[config.mk]
export PLATFORM = sky130hd
export DESIGN_NAME = jt51_slot_capture
export DESIGN_NICKNAME = d
export VERILOG_FILES = /design/src/rtl/jt51_slot_capture.sv
export SDC_FILE = /design/constraint.sdc
export NUM_CORES = 1
export LEC_CHECK = 0
export ABC_AREA = 1
export CORE_MARGIN = 4
export CORE_UTILIZATION = 66
export DETAILED_ROUTE_END_ITERATION = 10
export PLACE_DENSITY = 0.83
export RECOVER_POWER = 50
export SLEW_MARGIN = 20
export SYNTH_ARGS = -nofsm -noshare
export SYNTH_HDL_FRONTEND = slang
export SYNTH_SLANG_ARGS = --single-unit
[constraint.sdc]
create_clock -name clk -period 5.65 [get_ports clk]
set_clock_uncertainty 0.15 [all_clocks]
set_input_delay 1.4125 -clock clk [delete_from_list [all_inputs] [get_ports clk]]
set_output_delay 1.4125 -clock clk [all_outputs]
set_load 0.1 [all_outputs]
[src/rtl/jt51_slot_capture.sv]
// jt51_slot_capture: aligns to the 32-slot operator sequence, captures one
// frame of a pipeline tap and streams it out in ch/op order over valid/ready.
module jt51_slot_capture #(
  parameter int WIDTH = 10,
  parameter int STG   = 0
) (
  input  logic             clk,
  input  logic             rst_n,
  input  logic             cen,
  input  logic [4:0]       cnt,
  input  logic [WIDTH-1:0] mixed,
  input  logic             arm,
  input  logic             abort,
  output logic             busy,
  output logic             done,
  output logic             rd_valid,
  input  logic             rd_ready,
  output logic [WIDTH-1:0] rd_data,
  output logic [2:0]       rd_ch,
  output logic [1:0]       rd_op,
  output logic             rd_last
);

  localparam logic [1:0] S_IDLE  = 2'd0;
  localparam logic [1:0] S_ALIGN = 2'd1;
  localparam logic [1:0] S_CAPT  = 2'd2;
  localparam logic [1:0] S_READ  = 2'd3;

  // stage offset folded into one 5-bit constant so adj wraps for any STG
  localparam int         OFS_I = (64 + 33 - (STG % 32)) % 32;
  localparam logic [4:0] OFS   = 5'(OFS_I);

  logic [1:0]       state_q, state_d;
  logic [4:0]       wcnt_q, wcnt_d;
  logic [4:0]       raddr_q, raddr_d;
  logic             valid_q, valid_d;
  logic             last_q, last_d;
  logic             done_q, done_d;
  logic [WIDTH-1:0] data_q, data_d;

  logic [WIDTH-1:0] mem [32];

  logic [4:0]       adj;
  logic [4:0]       waddr;
  logic [4:0]       raddr_nx;
  logic             wr_en;

  assign adj      = cnt + OFS;
  // adj[4:3] -> op is a bit swap: 0->0, 1->2, 2->1, 3->3
  assign waddr    = {adj[3], adj[4], adj[2:0]};
  assign raddr_nx = raddr_q + 5'd1;

  always_comb begin
    state_d = state_q;
    wcnt_d  = wcnt_q;
    raddr_d = raddr_q;
    valid_d = valid_q;
    last_d  = last_q;
    done_d  = 1'b0;
    data_d  = data_q;
    wr_en   = 1'b0;
    if (abort) begin
      state_d = S_IDLE;
      wcnt_d  = '0;
      raddr_d = '0;
      valid_d = 1'b0;
      last_d  = 1'b0;
    end else begin
      unique case (state_q)
        S_IDLE: begin
          if (arm) begin
            state_d = S_ALIGN;
            wcnt_d  = '0;
          end
        end
        S_ALIGN: begin
          if (cen && adj == 5'd0) begin
            wr_en   = 1'b1;
            wcnt_d  = 5'd1;
            state_d = S_CAPT;
          end
        end
        S_CAPT: begin
          if (cen) begin
            wr_en  = 1'b1;
            wcnt_d = wcnt_q + 5'd1;
            if (wcnt_q == 5'd31) begin
              state_d = S_READ;
              raddr_d = '0;
            end
          end
        end
        S_READ: begin
          if (!valid_q) begin
            valid_d = 1'b1;
            data_d  = mem[raddr_q];
            last_d  = &raddr_q;
          end else if (rd_ready) begin
            if (&raddr_q) begin
              state_d = S_IDLE;
              raddr_d = '0;
              valid_d = 1'b0;
              last_d  = 1'b0;
              done_d  = 1'b1;
            end else begin
              raddr_d = raddr_nx;
              data_d  = mem[raddr_nx];
              last_d  = &raddr_nx;
            end
          end
        end
        default: state_d = S_IDLE;
      endcase
    end
  end

  always_ff @(posedge clk or negedge rst_n) begin
    if (!rst_n) begin
      state_q <= S_IDLE;
      wcnt_q  <= '0;
      raddr_q <= '0;
      valid_q <= 1'b0;
      last_q  <= 1'b0;
      done_q  <= 1'b0;
      data_q  <= '0;
    end else begin
      state_q <= state_d;
      wcnt_q  <= wcnt_d;
      raddr_q <= raddr_d;
      valid_q <= valid_d;
      last_q  <= last_d;
      done_q  <= done_d;
      data_q  <= data_d;
    end
  end

  // frame storage survives abort and reset
  always_ff @(posedge clk) begin
    if (wr_en) mem[waddr] <= mixed;
  end

  assign busy     = (state_q != S_IDLE);
  assign done     = done_q;
  assign rd_valid = valid_q;
  assign rd_data  = data_q;
  assign rd_ch    = raddr_q[2:0];
  assign rd_op    = raddr_q[4:3];
  assign rd_last  = last_q;

endmodule

==> impl_metrics.ini, run 1 <==
[run_status]
status = finished with violations
failed_checks = max-capacitance violations, max-slew violations

[final_layout]
design_area_um2 = 19700
post-route-util_pct = 72.8
fin_cells = 2583
layout_common_cells = nand2_1, nand3_1, edfxtp_1, inv_1, nor2_1
nNetsFinal = 2219
syn_to_final_growth_pct = 7.78
mostFrequentLayoutCell = nand2_1
antenna-diode-count = 0
drive_above_1_share_pct = 3.53

[clock_network]
cts-root-buf = clkbuf_16
cts_setup_buffers = 0
clock_latency_ps = 520
cts.repair.resized = 0
clkSinkCount = 345
cts_tree = built
clockBufferDepth = 3
clk_pin_slew_worst_paths_ps = 60
cts_buffers = 35
htree_levels = 2
ctsHoldBuffers = 0

[logic_synthesis]
ys_warn_count = 0
ys_seq_area_share_pct = 55.9
synth_top_family_by_area = simple AND/OR/NAND/NOR gates
synth_nets = 2265
synthMuxAreaShare_pct = 0
synth_area_um2 = 18300
yosys.area_share.simple_pct = 32.1
synth-xor-area-share_pct = 0.191
synth_compound_area_share_pct = 3.47
synthAdderAreaFrac_pct = 0.615
ys_types = 33
syn_area_per_cell_um2 = 8.19
syn-instance-count = 2235
ys_ff_latch = 345

[detailed_routing]
route.met2.wl_um = 24700
postRouteAntennaNets = 0
via_per_inst = 6.16
wl_met3_um = 7550
dr.first_iter.drc_count = 2966
vias = 15900
routedWlPerCell_um = 21.7
first_pass_iters = 6
topRoutingLayerUsed = met4
detail_route.drc_violations = 0
drt_wl_total_um = 56100
wl_met1_um = 21000

[worst_setup_path]
start_kind = register
endpoint_kind = primary output
arrival_ps = 2950
cp_max_fo = 40
reg2reg_slack_ps = 1610
critPathRequiredTime_ps = 4090
crit_type = register to primary output
crit_buf_inv = 1
critPathTopFamily = buffers and inverters
crit_path_max_incr_delay_ps = 1320
crit_chain = clkdlybuf4s50_1
crit_path_top_delay_cell = clkdlybuf4s50_1

[power_and_ir_drop]
p_seq_share_pct = 41.9
comb_power_share_pct = 26.0
p_leak_nw = 8.34
powerDensity_nw_per_um2 = 353
clkPwrFrac_pct = 32.0
p_sw_mw = 2.38
switching_share_pct = 34.1
internal-power_mw = 4.58
vdd_drop_max_mv = 0.336

[global_routing]
antenna_found_initial = 0
grt_pass1_vias = 14500
grt_pass1_wl_um = 84800
grt_max_degree = 200
grt_util_all_layers_pct = 36.5
gr-total-overflow = 0

[worst_hold_path]
hold_path.class = register to register

[floorplanning]
core_area_um2 = 27100
start_util_pct = 67.5
rows = 60
fp.dieW_um = 175
die_h_um = 175
fp.dieArea_um2 = 30500
ioPinCount = 40

[timing]
rsz0062_at_grt = no
finalSetupViolCount = 0
maxSlewViolCount = 330
worstMarginPinSlew_ps = 2500
maxSlewHeadroom_pct = -66.6
tns_ps = 0
fmax_mhz = 222
period_share_pct = 79.9
fin_crit_ps = 4510
hold_violations = 0

[placed_design]
portBuffers = 39
hpwl_um = 34500
placed_cells_incl_taps = 2524
place_area_um2 = 18700
place.gp.congestion = 0.997

[run]
drv_cap = 10
state kept, by name, indices dropped and copies added, names as in the netlist:
| signal | cells |
|---|---|
| state_q | 2 |
| wcnt_q | 5 |
| rd_valid | 1 |
| rd_data | 10 |
| mem | 320 |
| done | 1 |
| raddr_q | 5 |
| rd_last | 1 |
final timing paths:
kind,end,startpoint,cells after the start
max,rd_ch[2],raddr_q[2],1
min,wcnt_q[4],wcnt_q[4],2
max reg2reg,rd_data[2],raddr_q[0],12
min reg2reg,wcnt_q[4],wcnt_q[4],2
max in group asynchronous,raddr_q[1],rst_n,2
min in group asynchronous,rd_data[4],rst_n,2
power groups by stage:
stage               clock network, mW  logic (mW)  registers, mW
finish                           2.23        1.81           2.92
global route                     2.35        1.95           2.92
CTS                              2.23        1.77           2.91
detailed placement                  0        1.76           2.97
global placement                    0        1.74           2.96
floorplan                           0        1.05           3.22
final cells by class:
cell class | instances | area, µm²
fill | 2042 | 7380
multi-input combinational | 1554 | 6710
sequential | 345 | 10200
inverter | 198 | 752
clock buffer | 41 | 941
tap | 372 | 465
clock inverter | 18 | 148
timing repair buffer | 55 | 460
metal layers:
metal,global-route usage (%),up-vias
met5,0,-
met4,15.5,0
met3,6.52,204
met2,55.9,1195
met1,51.9,7299
li1,-,7211
logic make-up (layout without fill, tap and decap cells):
family,Yosys count,count (layout)
and+or+nand+nor,1420,1420
DFF,345,345
buffers and inverters,336,312
AOI/OAI and AO/OA,121,121
adders and majority gates,9,9
xor gates and xnor gates,4,4
synthesized netlist by cell type, drive strengths merged:
master | count | area, µm²
nor2 | 146 | 556
nor3b | 1 | 7.51
nor4 | 1 | 6.26
xor2 | 3 | 26.3
o21ai | 58 | 290
clkbuf | 40 | 150
dfrtp | 25 | 626
nor3 | 4 | 20.0
nand3 | 410 | 2060
a32o | 1 | 10.0
o31ai | 3 | 22.5
o311ai | 1 | 8.76
ha | 9 | 113
o211ai | 1 | 7.51
buf | 98 | 510
xnor2 | 1 | 8.76
or2 | 1 | 6.26
a211oi | 1 | 7.51
nand4 | 1 | 12.5
a21oi | 53 | 269
nand2 | 856 | 3210
clkinv | 1 | 3.75
inv | 197 | 739
edfxtp | 320 | 9610
o22ai | 3 | 18.8
stage by stage:
step,hold slack [ps],setup WS [ps],total power [mW]
5_1_grt,400,1150,7.22
3_5_place_dp,344,1070,4.73
2_1_floorplan,309,2170,4.27
3_3_place_gp,324,1130,4.70
6_report,357,1140,6.96
4_1_cts,359,1180,6.91
tightest hold or removal path: stages (launching register included):
cell	delay [ps]
dfrtp_1	350
nand2_1	50
o21ai_0	60
No activity file was read; power rests on OpenSTA's default activity.
==> run 2, diff against run 1 <==
--- a/config.mk
+++ b/config.mk
@@ -7,9 +7,9 @@
 export LEC_CHECK = 0
 export ABC_AREA = 1
 export CORE_MARGIN = 4
-export CORE_UTILIZATION = 66
+export CORE_UTILIZATION = 63
 export DETAILED_ROUTE_END_ITERATION = 10
-export PLACE_DENSITY = 0.83
+export PLACE_DENSITY = 0.8
 export RECOVER_POWER = 50
 export SLEW_MARGIN = 20
 export SYNTH_ARGS = -nofsm -noshare
==> constraint.sdc (replaced) <==
create_clock -name clk -period 4.4 [get_ports clk]
set_clock_uncertainty 0.15 [all_clocks]
set_input_delay 1.1 -clock clk [delete_from_list [all_inputs] [get_ports clk]]
set_output_delay 1.1 -clock clk [all_outputs]
set_load 0.1 [all_outputs]
==> run 2 against run 1 <==
Compared with the run above:
- critical path depth up 3
- first-iteration DRC count up 2.4%
- utilization down 2.2 points
- non-clock buffer count up 40
- power up 36%
- hold slack worse by 9.5 ps
- count of clock-buffer cells in the layout up 4
- design area up 2.7%
- combinational power up 31%
- sequential cell count unchanged
- sequential share of layout area down 1.4 points
- the run still ends with max-capacitance violations, max-slew violations left
- worst setup slack worse by 440 ps
==> impl_metrics.ini, run 2 (same netlist as run 1, synthesis figures left out) <==
[run_status]
status = finished with violations
failed_checks = max-capacitance violations, max-slew violations

[run]
drv_cap = 10

[final_layout]
fillers = 2169
layout_common_cells = nand2_1, nand3_1, edfxtp_1, inv_1, nor2_1
largest_reg_flops = 320
antenna-diode-count = 0
final-seq-area_um2 = 10200
regMostFlops = mem
drive_above_1_share_pct = 5.76
design_area_um2 = 20300
syn_to_final_growth_pct = 10.7
mostFrequentLayoutCell = nand2_1
nNetsFinal = 2261
multi_input_area_um2 = 6700

[timing]
maxSlewHeadroom_pct = -66.0
period_share_pct = 84.1
finalSetupViolCount = 0
hold_violations = 0
worstMarginPinSlew_ps = 2490
fmax_mhz = 270
tns_ps = 0
maxSlewViolCount = 330
fin_crit_ps = 3700
rsz0062_at_grt = no

[floorplanning]
start_util_pct = 63.8
rows = 62
core_area_um2 = 28700
fp.dieW_um = 178
fp.dieArea_um2 = 31800
ioPinCount = 40
die_h_um = 178

[worst_setup_path]
arrival_ps = 2450
endpoint_kind = primary output
crit_top_cell = inv_1
crit_chain = inv_1 -> ha_1 -> inv_1 -> clkdlybuf4s50_1
start_kind = register
cp_max_fo = 4
crit_path_top_delay_cell = clkdlybuf4s50_1
critPathRequiredTime_ps = 3150
crit_path_max_incr_delay_ps = 1150
crit_type = register to primary output

[clock_network]
htree_levels = 2
clock_latency_ps = 530
ctsHoldBuffers = 0
cts_setup_buffers = 0
cts.repair.resized = 0
cts_buffers = 37
clkSinkCount = 345
cts_tree = built
clk_pin_slew_worst_paths_ps = 60
cts-root-buf = clkbuf_16
clockBufferDepth = 3

[detailed_routing]
first_pass_iters = 6
drt_wl_total_um = 55500
via_per_inst = 6.04
postRouteAntennaNets = 0
routedWlPerCell_um = 21.0
vias = 16000
dr.first_iter.drc_count = 3037
detail_route.drc_violations = 0

[global_routing]
grt_pass1_wl_um = 84300
antenna_found_initial = 0
gr-total-overflow = 0
grt_util_all_layers_pct = 35.1
grt_pass1_vias = 14700
grt_max_degree = 233

[placed_design]
place.gp.congestion = 0.996
portBuffers = 39
place_area_um2 = 19000
hpwl_um = 34400

[power_and_ir_drop]
p_leak_nw = 8.65
powerDensity_nw_per_um2 = 466
vdd_drop_max_mv = 0.417

[worst_hold_path]
hold_path.class = register to register
[run 2: cell types whose count changed in the layout (fill, tap and decap cells not counted), sizes merged]
cell / previous run / this run
clkbuf: 52 / 57
clkinvlp: 1 / 5
buf: 15 / 57
clkinv: 14 / 6
clkdlybuf4s50: 26 / 23
bufinv: 2 / 8
[run 2: power breakdown]
group / total, mW / internal, mW / switching (mW)
sequential: 3.73 / 3.66 / 0.0649
clock: 3.34 / 2.09 / 1.25
combinational: 2.38 / 0.600 / 1.78
[run 2: metrics by stage]
step,util [%],power (mW),worst slack [ps],hold WS (ps),cells
floorplan,-,5.48,1230,309,2235
global placement,66.1,6.05,570,329,2576
detailed placement,66.1,6.09,427,336,2576
CTS,70.7,9.39,686,351,2641
global route,70.6,9.78,603,385,2641
finish,70.6,9.44,701,348,2641
[run 2: layout make-up]
cell class | count | share of cell area, %
Sequential cell | 345 | 50.6
Multi-Input combinational cell | 1554 | 33.1
Clock buffer | 45 | 4.93
Timing Repair Buffer | 95 | 3.80
Inverter | 198 | 3.69
Tap cell | 384 | 2.37
Clock inverter | 20 | 1.56
[run 2: worst paths after layout]
| check | from | end | slack [ps] | cells after the start |
|---|---|---|---|---|
| worst min-delay path | wcnt_q[4] | wcnt_q[4] | 350 | 2 |
| max in group asynchronous | rst_n | raddr_q[0] | 2180 | 2 |
| worst max-delay path | state_q[0] | busy | 700 | 4 |
| worst min register to register | wcnt_q[4] | wcnt_q[4] | 350 | 2 |
| worst max register to register | raddr_q[0] | rd_data[7] | 990 | 12 |
| min in group asynchronous | rst_n | rd_data[0] | 900 | 1 |
[run 2: per-layer routing]
layer / global-route usage, % / share of wire, %
met1: 48.9 / 37
met2: 54.7 / 45
met3: 7.46 / 13
met4: 13.4 / 4.5
met5: 0 / 0
[run 2: worst max-delay path: cells and delay by family (launching register included)]
kind	cells	cell delay, ps
buf+inv	3	1330
flops	1	380
fa+ha+maj	1	220
